### src/rtl/id_ex_stage_if.sv
// id_ex_stage_if: handshake, forwarding and ALU-side bus of the ID/EX stage.
interface id_ex_stage_if #(parameter int XLEN = 32);
    logic            in_valid;
    logic            in_ready;
    logic [XLEN-1:0] in_pc;
    logic [4:0]      in_rs1;
    logic [4:0]      in_rs2;
    logic [XLEN-1:0] in_rs1_val;
    logic [XLEN-1:0] in_rs2_val;
    logic [XLEN-1:0] in_imm;
    logic [3:0]      in_alu_op;
    logic            in_a_sel;
    logic            in_b_sel;
    logic [4:0]      in_rd;
    logic            in_wen;
    logic            flush;
    logic            mem_fwd_wen;
    logic [4:0]      mem_fwd_rd;
    logic [XLEN-1:0] mem_fwd_val;
    logic            wb_fwd_wen;
    logic [4:0]      wb_fwd_rd;
    logic [XLEN-1:0] wb_fwd_val;
    logic            out_valid;
    logic            out_ready;
    logic [XLEN-1:0] alu_a;
    logic [XLEN-1:0] alu_b;
    logic [3:0]      alu_op;
    logic [XLEN-1:0] out_pc;
    logic [4:0]      out_rd;
    logic            out_wen;
    logic [XLEN-1:0] out_store;

    modport master (
        output in_valid, in_pc, in_rs1, in_rs2, in_rs1_val, in_rs2_val, in_imm,
               in_alu_op, in_a_sel, in_b_sel, in_rd, in_wen, flush,
               mem_fwd_wen, mem_fwd_rd, mem_fwd_val, wb_fwd_wen, wb_fwd_rd, wb_fwd_val,
               out_ready,
        input  in_ready, out_valid, alu_a, alu_b, alu_op, out_pc, out_rd, out_wen, out_store
    );

    modport slave (
        input  in_valid, in_pc, in_rs1, in_rs2, in_rs1_val, in_rs2_val, in_imm,
               in_alu_op, in_a_sel, in_b_sel, in_rd, in_wen, flush,
               mem_fwd_wen, mem_fwd_rd, mem_fwd_val, wb_fwd_wen, wb_fwd_rd, wb_fwd_val,
               out_ready,
        output in_ready, out_valid, alu_a, alu_b, alu_op, out_pc, out_rd, out_wen, out_store
    );
endinterface

### src/rtl/id_ex_stage.sv
// id_ex_stage: ID/EX pipeline register and ALU operand select.
// FWD_EN defined: MEM/WB forwarding muxes; undefined: hazard interlock stalls instead.
module id_ex_stage #(
    parameter int              XLEN     = 32,
    parameter logic [XLEN-1:0] RESET_PC = '0
) (
    input logic         clk,
    input logic         rst,
    id_ex_stage_if.slave bus
);
    logic            valid_q, a_sel_q, b_sel_q, wen_q, stall, xfer;
    logic [XLEN-1:0] pc_q, rs1_val_q, rs2_val_q, imm_q, rs1_res, rs2_res;
    logic [3:0]      alu_op_q;
    logic [4:0]      rd_q;

`ifdef FWD_EN
    logic [4:0] rs1_q, rs2_q;

    assign stall = 1'b0;

    // MEM is younger than WB, so it wins when both target the same source
    always_comb begin
        rs1_res = rs1_q == 5'd0 ? '0 :
                  (bus.mem_fwd_wen && bus.mem_fwd_rd == rs1_q) ? bus.mem_fwd_val :
                  (bus.wb_fwd_wen && bus.wb_fwd_rd == rs1_q) ? bus.wb_fwd_val : rs1_val_q;
        rs2_res = rs2_q == 5'd0 ? '0 :
                  (bus.mem_fwd_wen && bus.mem_fwd_rd == rs2_q) ? bus.mem_fwd_val :
                  (bus.wb_fwd_wen && bus.wb_fwd_rd == rs2_q) ? bus.wb_fwd_val : rs2_val_q;
    end

    always_ff @(posedge clk) begin
        if (rst) begin
            rs1_q <= '0;
            rs2_q <= '0;
        end else if (xfer && !bus.flush) begin
            rs1_q <= bus.in_rs1;
            rs2_q <= bus.in_rs2;
        end
    end
`else
    function automatic logic dep(input logic [4:0] s, input logic [4:0] a, input logic [4:0] b,
                                 input logic [4:0] c, input logic [2:0] en);
        return s != 5'd0 && ((en[0] && a == s) || (en[1] && b == s) || (en[2] && c == s));
    endfunction

    logic [2:0] pend;

    assign pend    = {bus.wb_fwd_wen, bus.mem_fwd_wen, wen_q & valid_q};
    assign stall   = bus.in_valid &&
                     (dep(bus.in_rs1, rd_q, bus.mem_fwd_rd, bus.wb_fwd_rd, pend) ||
                      dep(bus.in_rs2, rd_q, bus.mem_fwd_rd, bus.wb_fwd_rd, pend));
    assign rs1_res = rs1_val_q;
    assign rs2_res = rs2_val_q;
`endif

    assign bus.in_ready = (~valid_q | bus.out_ready) & ~stall;
    assign xfer         = bus.in_valid & bus.in_ready;

    always_ff @(posedge clk) begin
        if (rst) begin
            valid_q   <= 1'b0;
            pc_q      <= RESET_PC;
            rs1_val_q <= '0;
            rs2_val_q <= '0;
            imm_q     <= '0;
            alu_op_q  <= '0;
            a_sel_q   <= 1'b0;
            b_sel_q   <= 1'b0;
            rd_q      <= '0;
            wen_q     <= 1'b0;
        end else begin
            valid_q <= bus.flush ? 1'b0 : xfer ? 1'b1 : bus.out_ready ? 1'b0 : valid_q;
            if (xfer && !bus.flush) begin
                pc_q      <= bus.in_pc;
                rs1_val_q <= bus.in_rs1_val;
                rs2_val_q <= bus.in_rs2_val;
                imm_q     <= bus.in_imm;
                alu_op_q  <= bus.in_alu_op;
                a_sel_q   <= bus.in_a_sel;
                b_sel_q   <= bus.in_b_sel;
                rd_q      <= bus.in_rd;
                wen_q     <= bus.in_wen;
            end
        end
    end

    assign bus.out_valid = valid_q;
    assign bus.alu_a     = a_sel_q ? pc_q : rs1_res;
    assign bus.alu_b     = b_sel_q ? imm_q : rs2_res;
    assign bus.alu_op    = alu_op_q;
    assign bus.out_pc    = pc_q;
    assign bus.out_rd    = rd_q;
    assign bus.out_wen   = wen_q & valid_q;
    assign bus.out_store = rs2_res;
endmodule

### src/flat_wrapper.sv
// flat-port wrapper written by rule: the top's interface ports become plain ports
module id_ex_stage_flat 
#(
    parameter int              XLEN     = 32,
    parameter logic [XLEN-1:0] RESET_PC = '0
)
  (clk, rst, bus_in_valid, bus_in_pc, bus_in_rs1, bus_in_rs2, bus_in_rs1_val, bus_in_rs2_val, bus_in_imm, bus_in_alu_op, bus_in_a_sel, bus_in_b_sel, bus_in_rd, bus_in_wen, bus_flush, bus_mem_fwd_wen, bus_mem_fwd_rd, bus_mem_fwd_val, bus_wb_fwd_wen, bus_wb_fwd_rd, bus_wb_fwd_val, bus_out_ready, bus_in_ready, bus_out_valid, bus_alu_a, bus_alu_b, bus_alu_op, bus_out_pc, bus_out_rd, bus_out_wen, bus_out_store);
  id_ex_stage_if #(.XLEN(XLEN)) bus_i ();
  input logic clk;
  input logic rst;
  input wire logic [$bits(bus_i.in_valid)-1:0] bus_in_valid;
  input wire logic [$bits(bus_i.in_pc)-1:0] bus_in_pc;
  input wire logic [$bits(bus_i.in_rs1)-1:0] bus_in_rs1;
  input wire logic [$bits(bus_i.in_rs2)-1:0] bus_in_rs2;
  input wire logic [$bits(bus_i.in_rs1_val)-1:0] bus_in_rs1_val;
  input wire logic [$bits(bus_i.in_rs2_val)-1:0] bus_in_rs2_val;
  input wire logic [$bits(bus_i.in_imm)-1:0] bus_in_imm;
  input wire logic [$bits(bus_i.in_alu_op)-1:0] bus_in_alu_op;
  input wire logic [$bits(bus_i.in_a_sel)-1:0] bus_in_a_sel;
  input wire logic [$bits(bus_i.in_b_sel)-1:0] bus_in_b_sel;
  input wire logic [$bits(bus_i.in_rd)-1:0] bus_in_rd;
  input wire logic [$bits(bus_i.in_wen)-1:0] bus_in_wen;
  input wire logic [$bits(bus_i.flush)-1:0] bus_flush;
  input wire logic [$bits(bus_i.mem_fwd_wen)-1:0] bus_mem_fwd_wen;
  input wire logic [$bits(bus_i.mem_fwd_rd)-1:0] bus_mem_fwd_rd;
  input wire logic [$bits(bus_i.mem_fwd_val)-1:0] bus_mem_fwd_val;
  input wire logic [$bits(bus_i.wb_fwd_wen)-1:0] bus_wb_fwd_wen;
  input wire logic [$bits(bus_i.wb_fwd_rd)-1:0] bus_wb_fwd_rd;
  input wire logic [$bits(bus_i.wb_fwd_val)-1:0] bus_wb_fwd_val;
  input wire logic [$bits(bus_i.out_ready)-1:0] bus_out_ready;
  output wire logic [$bits(bus_i.in_ready)-1:0] bus_in_ready;
  output wire logic [$bits(bus_i.out_valid)-1:0] bus_out_valid;
  output wire logic [$bits(bus_i.alu_a)-1:0] bus_alu_a;
  output wire logic [$bits(bus_i.alu_b)-1:0] bus_alu_b;
  output wire logic [$bits(bus_i.alu_op)-1:0] bus_alu_op;
  output wire logic [$bits(bus_i.out_pc)-1:0] bus_out_pc;
  output wire logic [$bits(bus_i.out_rd)-1:0] bus_out_rd;
  output wire logic [$bits(bus_i.out_wen)-1:0] bus_out_wen;
  output wire logic [$bits(bus_i.out_store)-1:0] bus_out_store;
  assign bus_i.in_valid = bus_in_valid;
  assign bus_i.in_pc = bus_in_pc;
  assign bus_i.in_rs1 = bus_in_rs1;
  assign bus_i.in_rs2 = bus_in_rs2;
  assign bus_i.in_rs1_val = bus_in_rs1_val;
  assign bus_i.in_rs2_val = bus_in_rs2_val;
  assign bus_i.in_imm = bus_in_imm;
  assign bus_i.in_alu_op = bus_in_alu_op;
  assign bus_i.in_a_sel = bus_in_a_sel;
  assign bus_i.in_b_sel = bus_in_b_sel;
  assign bus_i.in_rd = bus_in_rd;
  assign bus_i.in_wen = bus_in_wen;
  assign bus_i.flush = bus_flush;
  assign bus_i.mem_fwd_wen = bus_mem_fwd_wen;
  assign bus_i.mem_fwd_rd = bus_mem_fwd_rd;
  assign bus_i.mem_fwd_val = bus_mem_fwd_val;
  assign bus_i.wb_fwd_wen = bus_wb_fwd_wen;
  assign bus_i.wb_fwd_rd = bus_wb_fwd_rd;
  assign bus_i.wb_fwd_val = bus_wb_fwd_val;
  assign bus_i.out_ready = bus_out_ready;
  assign bus_in_ready = bus_i.in_ready;
  assign bus_out_valid = bus_i.out_valid;
  assign bus_alu_a = bus_i.alu_a;
  assign bus_alu_b = bus_i.alu_b;
  assign bus_alu_op = bus_i.alu_op;
  assign bus_out_pc = bus_i.out_pc;
  assign bus_out_rd = bus_i.out_rd;
  assign bus_out_wen = bus_i.out_wen;
  assign bus_out_store = bus_i.out_store;
  id_ex_stage #(.XLEN(XLEN), .RESET_PC(RESET_PC)) u_core (.clk(clk), .rst(rst), .bus(bus_i));
endmodule
### config.mk
export PLATFORM = sky130hd
export DESIGN_NAME = id_ex_stage_flat
export DESIGN_NICKNAME = d
export VERILOG_FILES = /design/src/rtl/id_ex_stage_if.sv /design/src/rtl/id_ex_stage.sv /design/src/flat_wrapper.sv
export SDC_FILE = /design/constraint.sdc
export NUM_CORES = 1
export LEC_CHECK = 0
export CORE_AREA = 2 2 144 146
export CTS_CLUSTER_DIAMETER = 100
export DETAILED_ROUTE_END_ITERATION = 6
export DIE_AREA = 0 0 146 148
export GPL_TIMING_DRIVEN = 0
export HOLD_SLACK_MARGIN = 0.02
export PLACE_DENSITY = 0.78
export SETUP_SLACK_MARGIN = 0.02
export SYNTH_ARGS = -nofsm -noshare
export SYNTH_HDL_FRONTEND = slang
export SYNTH_SLANG_ARGS = --single-unit
### constraint.sdc
create_clock -name clk -period 2.4 [get_ports clk]
set_input_delay 0.24 -clock clk [delete_from_list [all_inputs] [get_ports clk]]
set_output_delay 0.24 -clock clk [all_outputs]
set_load 0.01 [all_outputs]
; ---- Word-level counts from Yosys, hierarchy flattened
; Cells that the tools add are included.
[classes]
n_eq_ne = 6
n_mux = 4
bitwise = 6
reduce_logical = 20
[op_table]
columns = cell, count
row1 = two-way mux 32 bit, 2
row2 = == test 5 bit, 6
row3 = logical AND 1 bit, 10
row4 = nonzero test 5 bit, 2
row5 = logical OR 1 bit, 5
row6 = AND 1 bit, 3
row7 = two-way mux 1 bit, 2
row8 = NOT 1 bit, 2
row9 = nonzero test 2 bit, 1
row10 = OR reduction 2 bit, 1
row11 = logical NOT 1 bit, 1
row12 = OR 1 bit, 1
[totals]
ff_bits = 141
in_bits = 231
out_inout_bits = 140
word_cells = 46

; ---- Longest topological paths before layout
[depth]
word_depth = 11
ltp_mapped = 10
ltp_nobuf = 6

; ---- Worst setup path before layout
; No wires, ideal clock.
[synth_path]
path_kind = in2reg
startpoint = input port bus_in_rs2[0]
endpoint = register u_core.pc_q[0], in the netlist u_core.bus.out_pc[0]
setup_ns = 0.072
arrival_ns = 1.924
required_ns = 2.328
setup_slack_ns = 0.404
path_stages = 9
n_path_buf = 3
cell_sequence = or4_1 o211ai_1 o22ai_1 a21oi_2 and3_1 buf_2 buf_12 buf_8 mux2i_1
[synth_via]
elab_chain_cells = 11
word_cells_on_any_way = 16
[synth_rtl]
columns = item, line
row1 = "start, declared", flat_wrapper.sv:14  ; input wire logic [$bits(bus_i.in_rs2)-1:0] bus_in_rs2;
row2 = == test 5 bit, id_ex_stage.sv:43  ; return s != 5'd0 && ((en[0] && a == s) || (en[1] && b == s) || (en[2] && c == s));
row3 = logical AND 1 bit, id_ex_stage.sv:43
row4 = logical OR 1 bit (2 in a row), id_ex_stage.sv:43
row5 = logical AND 1 bit *, id_ex_stage.sv:43
row6 = logical OR 1 bit *, id_ex_stage.sv:50  ; (dep(bus.in_rs1, rd_q, bus.mem_fwd_rd, bus.wb_fwd_rd, pend) ||
row7 = logical AND 1 bit *, id_ex_stage.sv:49  ; assign stall = bus.in_valid &&
row8 = NOT 1 bit *, id_ex_stage.sv:56  ; assign bus.in_ready = (~valid_q | bus.out_ready) & ~stall;
row9 = AND 1 bit *, id_ex_stage.sv:56
row10 = AND 1 bit *, id_ex_stage.sv:57  ; assign xfer = bus.in_valid & bus.in_ready;
row11 = logical AND 1 bit *, id_ex_stage.sv:73  ; if (xfer && !bus.flush) begin
row12 = "end signal, assigned", id_ex_stage.sv:74  ; pc_q <= bus.in_pc;
row13 = "end, declared", id_ex_stage.sv:12  ; logic [XLEN-1:0] pc_q, rs1_val_q, rs2_val_q, imm_q, rs1_res, rs2_res;
; Mark *: on every way between the ends. The rest lies on a longest branch, timed or not.
; A chain may end at the register's enable or synchronous reset.

; ---- Worst setup path in the final report
[layout_path]
startpoint = input port bus_in_rs1[0]
endpoint = output port bus_in_ready
[layout_via]
elab_chain_cells = 9
word_cells_on_any_way = 14
[layout_rtl]
columns = item, line
row1 = "start, declared", flat_wrapper.sv:13  ; input wire logic [$bits(bus_i.in_rs1)-1:0] bus_in_rs1;
row2 = == test 5 bit, id_ex_stage.sv:43
row3 = logical AND 1 bit, id_ex_stage.sv:43
row4 = logical OR 1 bit (2 in a row), id_ex_stage.sv:43
row5 = logical AND 1 bit *, id_ex_stage.sv:43
row6 = logical OR 1 bit *, id_ex_stage.sv:50
row7 = logical AND 1 bit *, id_ex_stage.sv:49
row8 = NOT 1 bit *, id_ex_stage.sv:56
row9 = AND 1 bit *, id_ex_stage.sv:56
row10 = "end, declared", flat_wrapper.sv:31  ; output wire logic [$bits(bus_i.in_ready)-1:0] bus_in_ready;
; Marked as above.

==> out/results.ini <==
[pwr]
clockPowerShare_pct=42.7
relative_contribution_of_combinational_cells_to_total_power_pct=19.6
power.net_switching_mw=1.67
p_leak_nw=4.24
internal-power_mw=5.16
power.switching_fraction_pct=24.5
max-vdd-ir-drop_uv=430
power.density_cell_area_nw_per_um2=593
power.share.sequential_pct=37.7

[routing]
detail-route-antenna-nets=0
routedWlPerCell_um=17.3
post-route-drc-count=0
drt_iter0_markers=194
postRouteWirelength_mm=23.3
drt_pre_antenna_iters=4
vias=6281
route.detailed.vias_per_inst=4.68

[yosys]
syn-cell-area_um2=7480
ys.flop_type=sky130_fd_sc_hd__dfxtp_1
yosys_register_bits=141
yosys_cell_types=25
synthMuxAreaShare_pct=28.4
share_of_synthesized_cell_area_in_full_adder_half_adder_and_majority_cells_pct=0
synth_xor_xnor_area_share_pct=3.51
yosysSeqAreaShare_pct=37.7
post_synth_and_or_nand_nor_area_fraction_pct=24.9
synth_edf_count=0
yosys_warnings=0
gate_count_of_the_mapped_netlist=739
main_combinational_cell_family_by_area_after_synthesis=multiplexers
synth-compound-area-share_pct=0.786
synth-async-reset-ratio_pct=0
syn_nets=970
syn_avg_cell_area_um2=10.1

[cts]
clkSlewWorstSetupHoldPaths_ns=0.06
largest_buffer_count_on_any_clock_path=2
h-tree-depth=4
cts.sink_count=141
total_cts_buffers=17
post_cts_buffers=0
tritoncts=built
cts-hold-fix-buffers=0
worst_skew_pair.late_latency_ns=0.42
cts-root-buf=sky130_fd_sc_hd__clkbuf_16

[sta]
period_needed_ns=2.24
final_hold_viol_count=0
clock-skew-final_ns=0.00950
max_freq_mhz=447
post-route-period-util_pct=93.3
slew_violations=0
max_slew.worst_pin.slew_ns=0.859
setup-violations-final=0
whs_ns=0.287
slew_headroom_pct=42.7
rsz0062_at_grt=false

[place]
dp_hpwl_mm=17.8
placed_cell_area_um2=10900
number_of_input_and_output_port_buffers_inserted=304
gp_congestion=0.857

[worst_setup_path]
start_kind=input port
critical_path_at_ns=2.00
cp.required_ns=2.16
criticalPathCategory=in -> out
path_max_fanout=4
crit_path_end_kind=output pin
rrSetupSlack_ns=0.45

[finish]
drive_gt1_share_pct=11.3
area_delta_synth_final_pct=53.9
nNetsFinal=1291
final_common_cell=sky130_fd_sc_hd__clkdlybuf4s50_1
antennaDiodeCount=0
finalInstanceArea_um2=11500
final_core_util_pct=57.5
most_used_cells_in_the_layout_excluding_fill_and_tap_cells=sky130_fd_sc_hd__clkdlybuf4s50_1 (295), sky130_fd_sc_hd__nand2b_1 (280), sky130_fd_sc_hd__mux2i_1 (140), sky130_fd_sc_hd__dfxtp_1 (139), sky130_fd_sc_hd__mux2_2 (64)

[die]
standard_cell_row_count=52
start_util_pct=37.3
core_area_um2=20000
dieHeight_um=148
die-area_um2=21600
floorplan.io_pins=371
dieWidth_um=146

[grt]
gr-total-overflow=0
grt_max_degree=17
grt_first_pass_wirelength_mm=35.5
gr-usage-all-layers_pct=21.0
antenna_found_initial=0
first_global_vias=6390

[outcome]
outcome=finished clean

[min_path]
hp-class=in -> reg

[job]
drv_cap=0

## cell usage after synthesis, types with 2 or more instances
master	count	area [µm²]
sky130_fd_sc_hd__nand2b_1	280	1750
sky130_fd_sc_hd__buf_4	4	30.0
sky130_fd_sc_hd__xnor2_1	30	263
sky130_fd_sc_hd__mux2_2	64	721
sky130_fd_sc_hd__mux2i_1	140	1400
sky130_fd_sc_hd__nand2_1	5	18.8
sky130_fd_sc_hd__or4_1	2	15.0
sky130_fd_sc_hd__buf_8	10	150
sky130_fd_sc_hd__o211ai_1	2	15.0
sky130_fd_sc_hd__o22ai_1	3	18.8
sky130_fd_sc_hd__clkbuf_1	40	150
sky130_fd_sc_hd__nand4_1	6	37.5
sky130_fd_sc_hd__dfxtp_1	141	2820
## what timing repair did
item,CTS,global route
resized for setup,24,3
endpoints found under the hold margin,0,0
setup endpoints to repair,149,19
## area by class of cell
class / count / area [µm²]
plain buffers: 54 / 377
clock buffers: 19 / 433
fillers: 1800 / 8520
well taps: 270 / 338
clock inverters: 13 / 210
flip-flops and latches: 141 / 2830
repair buffers: 304 / 3030
multi-input cells: 542 / 4310
## final timing paths
kind	from	to	cells past startpoint
min reg2reg	u_core.imm_q[9]	u_core.imm_q[9]	2
min	rst	u_core.bus.out_valid	2
max	bus_in_rs1[0]	bus_in_ready	8
max reg2reg	u_core.bus.out_rd[4]	u_core.bus.out_pc[26]	9
## logic make-up after synthesis
| family | count (synthesis) |
|---|---|
| buffers and inverters | 56 |
| XOR/XNOR | 30 |
| multiplexers | 204 |
| flip-flops | 141 |
| AND/OR/NAND/NOR | 299 |
| AO/OA/AOI/OAI | 9 |
## per-stage QoR
stage          instances  setup TNS [ns]  power, mW  setup slack [ns]
2_1_floorplan        739               0       3.24             0.404
3_3_place_gp        1313          -53.75       3.96            -0.575
3_5_place_dp        1313          -55.97       3.97            -0.560
4_1_cts             1343               0       6.91            0.0298
5_1_grt             1343               0       7.09            0.0436
6_report            1343               0       6.83             0.161
## worst max-delay path: stages
cell and delay (ns):
sky130_fd_sc_hd__dlygate4sd2_1 0.32, sky130_fd_sc_hd__or4_1 0.57, sky130_fd_sc_hd__o211ai_1 0.18, sky130_fd_sc_hd__o22ai_1 0.11, sky130_fd_sc_hd__a21oi_2 0.15, sky130_fd_sc_hd__nand2_1 0.08, sky130_fd_sc_hd__a21oi_2 0.19, sky130_fd_sc_hd__clkbuf_2 0.16
## flip-flops by register name, indices dropped and copies added, names as in the netlist, 4 cells and up
name,count
u_core.bus.out_pc,32
u_core.bus.out_store,32
u_core.imm_q,32
u_core.rs1_res,32
u_core.bus.out_rd,5
u_core.bus.alu_op,4
## power by group through the flow
stage	combinational, mW	clock [mW]	sequential [mW]
after floorplan	0.613	0	2.63
after global placement	1.34	0	2.62
after detailed placement	1.35	0	2.62
after CTS	1.35	2.98	2.57
after global routing	1.43	3.08	2.59
final	1.34	2.92	2.57
## per-layer routing
layer / global-route usage [%] / share of wire [%] / vias up
met5: 0 / 0 / -
met3: 5.83 / 6.7 / 32
met4: 6.55 / 1.9 / 0
met2: 35.9 / 49 / 214
met1: 25.7 / 43 / 2936
li1: - / - / 3099
No activity file was read; power rests on OpenSTA's default activity.
